File: src/rtl/seg_scan_ctrl_if.sv
// Scan controller bundle: digit patterns and mask in,
// shared segment bus, digit enables and frame pulse out.
interface seg_scan_ctrl_if;
    logic       enable;
    logic [7:0] seg0;
    logic [7:0] seg1;
    logic [7:0] seg2;
    logic [7:0] seg3;
    logic [7:0] seg4;
    logic [7:0] seg5;
    logic [5:0] blank_mask;
    logic [7:0] seg_out;
    logic [5:0] dig_en;
    logic [2:0] scan_idx;
    logic       frame_done;

    modport master (
        output enable, seg0, seg1, seg2, seg3, seg4, seg5, blank_mask,
        input  seg_out, dig_en, scan_idx, frame_done
    );

    modport slave (
        input  enable, seg0, seg1, seg2, seg3, seg4, seg5, blank_mask,
        output seg_out, dig_en, scan_idx, frame_done
    );
endinterface

File: src/rtl/seg_scan_ctrl.sv
// Six-digit 7-segment scan controller with per-frame snapshot,
// inter-digit blanking and per-digit suppression mask.
module seg_scan_ctrl #(
    parameter int DIGITS = 6,
    parameter int DWELL  = 1000,
    parameter int BLANK  = 50
) (
    input logic            clk,
    input logic            reset,
    seg_scan_ctrl_if.slave bus
);
    localparam int MAXC = (DWELL > BLANK) ? DWELL : BLANK;
    localparam int CW   = (MAXC > 1) ? $clog2(MAXC) : 1;
    localparam logic [CW-1:0] BL_LAST = CW'(BLANK - 1);
    localparam logic [CW-1:0] DW_LAST = CW'(DWELL - 1);
    localparam logic [2:0]    LAST    = 3'(DIGITS - 1);

    typedef enum logic [1:0] {
        ST_IDLE,
        ST_BLANK,
        ST_SHOW
    } state_t;

    state_t          state;
    logic [CW-1:0]   cnt;
    logic [5:0][7:0] snap;
    logic [5:0]      mask;
    logic [5:0][7:0] seg_in;
    logic [7:0]      seg_q;
    logic [5:0]      dig_q;
    logic [2:0]      idx_q;
    logic            fd_q;

    // Gather the six live patterns for a single-edge snapshot
    assign seg_in = {bus.seg5, bus.seg4, bus.seg3,
                     bus.seg2, bus.seg1, bus.seg0};

    assign bus.seg_out    = seg_q;
    assign bus.dig_en     = dig_q;
    assign bus.scan_idx   = idx_q;
    assign bus.frame_done = fd_q;

    // Scan FSM: outputs are set on the edge entering each state
    always_ff @(posedge clk) begin
        if (reset) begin
            state <= ST_IDLE;
            cnt   <= '0;
            snap  <= '0;
            mask  <= '0;
            seg_q <= '0;
            dig_q <= '0;
            idx_q <= '0;
            fd_q  <= 1'b0;
        end else begin
            fd_q <= 1'b0;
            unique case (state)
                ST_IDLE: begin
                    if (bus.enable) begin
                        snap  <= seg_in;
                        mask  <= bus.blank_mask;
                        idx_q <= '0;
                        cnt   <= '0;
                        state <= ST_BLANK;
                    end
                end
                ST_BLANK: begin
                    if (!bus.enable) begin
                        idx_q <= '0;
                        cnt   <= '0;
                        state <= ST_IDLE;
                    end else if (cnt == BL_LAST) begin
                        cnt   <= '0;
                        state <= ST_SHOW;
                        if (!mask[idx_q]) begin
                            dig_q <= 6'b1 << idx_q;
                            seg_q <= snap[idx_q];
                        end
                    end else begin
                        cnt <= cnt + 1'b1;
                    end
                end
                ST_SHOW: begin
                    if (cnt == DW_LAST && idx_q == LAST) begin
                        seg_q <= '0;
                        dig_q <= '0;
                        cnt   <= '0;
                        idx_q <= '0;
                        fd_q  <= 1'b1;
                        if (bus.enable) begin
                            snap  <= seg_in;
                            mask  <= bus.blank_mask;
                            state <= ST_BLANK;
                        end else begin
                            state <= ST_IDLE;
                        end
                    end else if (!bus.enable) begin
                        seg_q <= '0;
                        dig_q <= '0;
                        cnt   <= '0;
                        idx_q <= '0;
                        state <= ST_IDLE;
                    end else if (cnt == DW_LAST) begin
                        seg_q <= '0;
                        dig_q <= '0;
                        cnt   <= '0;
                        idx_q <= idx_q + 3'd1;
                        state <= ST_BLANK;
                    end else begin
                        cnt <= cnt + 1'b1;
                    end
                end
                default: state <= ST_IDLE;
            endcase
        end
    end
endmodule
File: src/flat_wrapper.sv
// flat-port wrapper written by rule: the top's interface ports become plain ports
module seg_scan_ctrl_flat 
#(
    parameter int DIGITS = 6,
    parameter int DWELL  = 1000,
    parameter int BLANK  = 50
)
  (clk, reset, bus_enable, bus_seg0, bus_seg1, bus_seg2, bus_seg3, bus_seg4, bus_seg5, bus_blank_mask, bus_seg_out, bus_dig_en, bus_scan_idx, bus_frame_done);
  seg_scan_ctrl_if bus_i ();
  input logic clk;
  input logic reset;
  input wire logic [$bits(bus_i.enable)-1:0] bus_enable;
  input wire logic [$bits(bus_i.seg0)-1:0] bus_seg0;
  input wire logic [$bits(bus_i.seg1)-1:0] bus_seg1;
  input wire logic [$bits(bus_i.seg2)-1:0] bus_seg2;
  input wire logic [$bits(bus_i.seg3)-1:0] bus_seg3;
  input wire logic [$bits(bus_i.seg4)-1:0] bus_seg4;
  input wire logic [$bits(bus_i.seg5)-1:0] bus_seg5;
  input wire logic [$bits(bus_i.blank_mask)-1:0] bus_blank_mask;
  output wire logic [$bits(bus_i.seg_out)-1:0] bus_seg_out;
  output wire logic [$bits(bus_i.dig_en)-1:0] bus_dig_en;
  output wire logic [$bits(bus_i.scan_idx)-1:0] bus_scan_idx;
  output wire logic [$bits(bus_i.frame_done)-1:0] bus_frame_done;
  assign bus_i.enable = bus_enable;
  assign bus_i.seg0 = bus_seg0;
  assign bus_i.seg1 = bus_seg1;
  assign bus_i.seg2 = bus_seg2;
  assign bus_i.seg3 = bus_seg3;
  assign bus_i.seg4 = bus_seg4;
  assign bus_i.seg5 = bus_seg5;
  assign bus_i.blank_mask = bus_blank_mask;
  assign bus_seg_out = bus_i.seg_out;
  assign bus_dig_en = bus_i.dig_en;
  assign bus_scan_idx = bus_i.scan_idx;
  assign bus_frame_done = bus_i.frame_done;
  seg_scan_ctrl #(.DIGITS(DIGITS), .DWELL(DWELL), .BLANK(BLANK)) u_core (.clk(clk), .reset(reset), .bus(bus_i));
endmodule
File: config.mk
export PLATFORM = sky130hd
export DESIGN_NAME = seg_scan_ctrl_flat
export DESIGN_NICKNAME = d
export VERILOG_FILES = /design/src/rtl/seg_scan_ctrl_if.sv /design/src/rtl/seg_scan_ctrl.sv /design/src/flat_wrapper.sv
export SDC_FILE = /design/constraint.sdc
export NUM_CORES = 1
export LEC_CHECK = 0
export CORE_MARGIN = 2
export CORE_UTILIZATION = 35
export CTS_CLUSTER_SIZE = 16
export DETAILED_ROUTE_END_ITERATION = 8
export HOLD_SLACK_MARGIN = 0.06
export PLACE_DENSITY_LB_ADDON = 0.12
export SLEW_MARGIN = 20
export SYNTH_ARGS = -nofsm -noshare
export SYNTH_HDL_FRONTEND = slang
export SYNTH_SLANG_ARGS = --single-unit
File: constraint.sdc
create_clock -name clk -period 2.35 [get_ports clk]
set_input_delay 0.3525 -clock clk [delete_from_list [all_inputs] [get_ports clk]]
set_output_delay 0.3525 -clock clk [all_outputs]
set_load 0.005 [all_outputs]
==> run metrics <==
crit path launch type flop; num rows 38; cell count after synthesis 395; worst slack at placement -0.0578 ns; #FFs+latches synth 84; via/cell ratio 5.07; Post-Syn Area per Cell 9.80 um2; final total power 4280 uW; P&R area growth vs syn 32.8%; # port buffers 74; crit path DAT 2.49 ns; Top-Level Pins 75; most frequent cells in the layout dfxtp_1 (84), clkdlybuf4s50_1 (73), nor2_1 (60); largest net degree at the start of global routing 36; Post-synth EDFFs 0; CTS Root Cell clkbuf_8; final cell count without fillers 629; worst-skew pair later-pin latency 0.36 ns; Yosys cell types 41; final setup TNS 0 ns; vias in the first global route 3,090; predominant post-synthesis flop cell dfxtp_1; Final min period 2.20 ns; Core ar. 0.0108 mm2; DRC violations left 0; commonest non-fill, non-tap cell in the layout dfxtp_1; die area 0.0119 mm2; ANT cells 0; first-pass GRT wire length 15.6 mm; CTS sink cnt 84; # nets final 553; fillers 1,079; DRT Pass-1 Iters 4; Hold Violations, Final 0; drt total wl 9.50 mm; CTS clk-pin slew, worst paths 0.09 ns; initial antenna violation count 0; Setup WS post-layout 0.153 ns; Max Root-Sink Buffers 2; outcome complete, no violations; post-synthesis sequential area ratio 43.4%; RSZ-0062 raised after global routing no; postcts setup bufs 0; GRT Overall Usage 17.1%; R2R Setup Slk 0.15 ns; HPWL after detailed placement 6.94 mm; Iter 0 DRT Violations 138; placed cell count 613; Die Wd 109 um; worst vdd ir 0.302 mV; Slew Limit Fails 0; DIE HEIGHT 109 um; Setup Viol. Count Final 0; DR WL/cell 15.1 um; fin util 47.4%; GPL Wtd Cong 0.799; H-tree levels 3; Post-Syn Area 0.00387 mm2; layout cells sized above 1 13.9%; type of the worst setup path reg -> reg; max_slew headroom 51.5%; Pwr per Cell Area 832 mW/mm2; Hold Path Stages 2; vias 3,188; worst hold-check path type in -> reg; Synthesized Nets 464; Starting Density 35.7%; Worst EP required 2.64 ns; CP Capture Type flop; grt total ovfl 0; Max Clk Rate 0.455 GHz; cts bufs inserted 9; Max Cap Viol 0; TritonCTS clock tree built; Ys Warns 0; Reg2Reg Depth 6; Tcrit/Tclk final 93.5%; ys async rst share 0%; Worst-Margin Slew 0.724 ns; Max FO, Critical Path 8; post-route ant nets 0; Worst Skew 0.00806 ns; cell leakage power 0.00209 uW
-- power by group --
group	switching (uW)	internal, uW	leakage [uW]
registers	131	1650	0.000687
clock network	566	499	0.0000895
logic	682	746	0.00131
total	1380	2900	0.00209
-- worst paths after layout --
path                        start                   end
max                 u_core.cnt[0]  u_core.bus.dig_en[5]
min                         reset  u_core.bus.dig_en[0]
max reg2reg         u_core.cnt[0]  u_core.bus.dig_en[5]
min reg2reg  u_core.bus.dig_en[5]  u_core.bus.dig_en[5]
-- layout make-up --
type | count | area (um2) | share of cell area (%)
clock buffer | 10 | 128 | 2.48
timing repair buffer | 102 | 971 | 18.9
tap | 140 | 175 | 3.41
clock inverter | 6 | 70.1 | 1.36
inverter | 13 | 48.8 | 0.949
multi-input combinational | 274 | 2070 | 40.2
sequential | 84 | 1680 | 32.7
-- repair_timing --
action                     in CTS  in global routing
setup endpoints to repair       5                  0
hold buffers                    0                  0
gates resized for setup         1                  0
-- synthesized netlist by cell type, drive strengths merged, types with 2 or more instances --
master	instances	area [um2]
a31oi	5	31.3
nor2	60	225
mux4	9	203
ha	12	150
nand2b	2	12.5
a22oi	8	60.1
dfxtp	84	1680
a21oi	21	105
nor3	6	30.0
clkbuf	15	56.3
or2	2	12.5
mux2i	59	591
o21ai	8	40.0
nand3	4	20.0
mux2	9	101
or3	4	25.0
inv	13	48.8
nand2	16	60.1
o31ai	8	60.1
and2	6	37.5
nor4	3	18.8
or4	4	30.0
nand4	5	31.3
nand3b	2	15.0
buf	9	43.8
a311oi	8	70.1
-- stage by stage --
stage / area (um2) / hold WS, ns
floorplan: 3870 / 0.458
global placement: 4940 / 0.462
detailed placement: 4940 / 0.466
CTS: 5140 / 0.383
global route: 5140 / 0.396
finish: 5140 / 0.405
-- kinds of logic after synthesis --
logic type / after synthesis / share of synthesized area [%]
adder cells (fa/ha/maj): 12 / 3.88
multiplexers: 77 / 23.1
AO/OA/AOI/OAI: 65 / 11.0
buffers and inverters: 37 / 3.84
flip-flops: 84 / 43.4
AND/OR/NAND/NOR: 120 / 14.7
-- registers in the layout, indices dropped and copies added, names as in the netlist --
name,flops
u_core.mask,6
u_core.state,2
u_core.cnt,10
u_core.snap,48
u_core.bus.frame_done,1
u_core.bus.scan_idx,3
u_core.bus.dig_en,6
u_core.bus.seg_out,8
-- critical path, stage by stage, from the launching register on --
cell and delay (ns):
dfxtp_1 0.39, ha_1 0.17, nor4b_1 0.32, nand4_1 0.20
o31a_1 0.42, or4_1 0.48, a21oi_1 0.14
-- layer usage --
| metal | wire (um) | up-vias | track usage, % |
|---|---|---|---|
| li1 | - | 1613 | - |
| met3 | 419 | 7 | 3.29 |
| met4 | 110 | 0 | 6.51 |
| met2 | 4190 | 59 | 25.8 |
| met5 | 0 | - | 0 |
| met1 | 4790 | 1509 | 24.1 |
(Power assumes the default switching activity.)
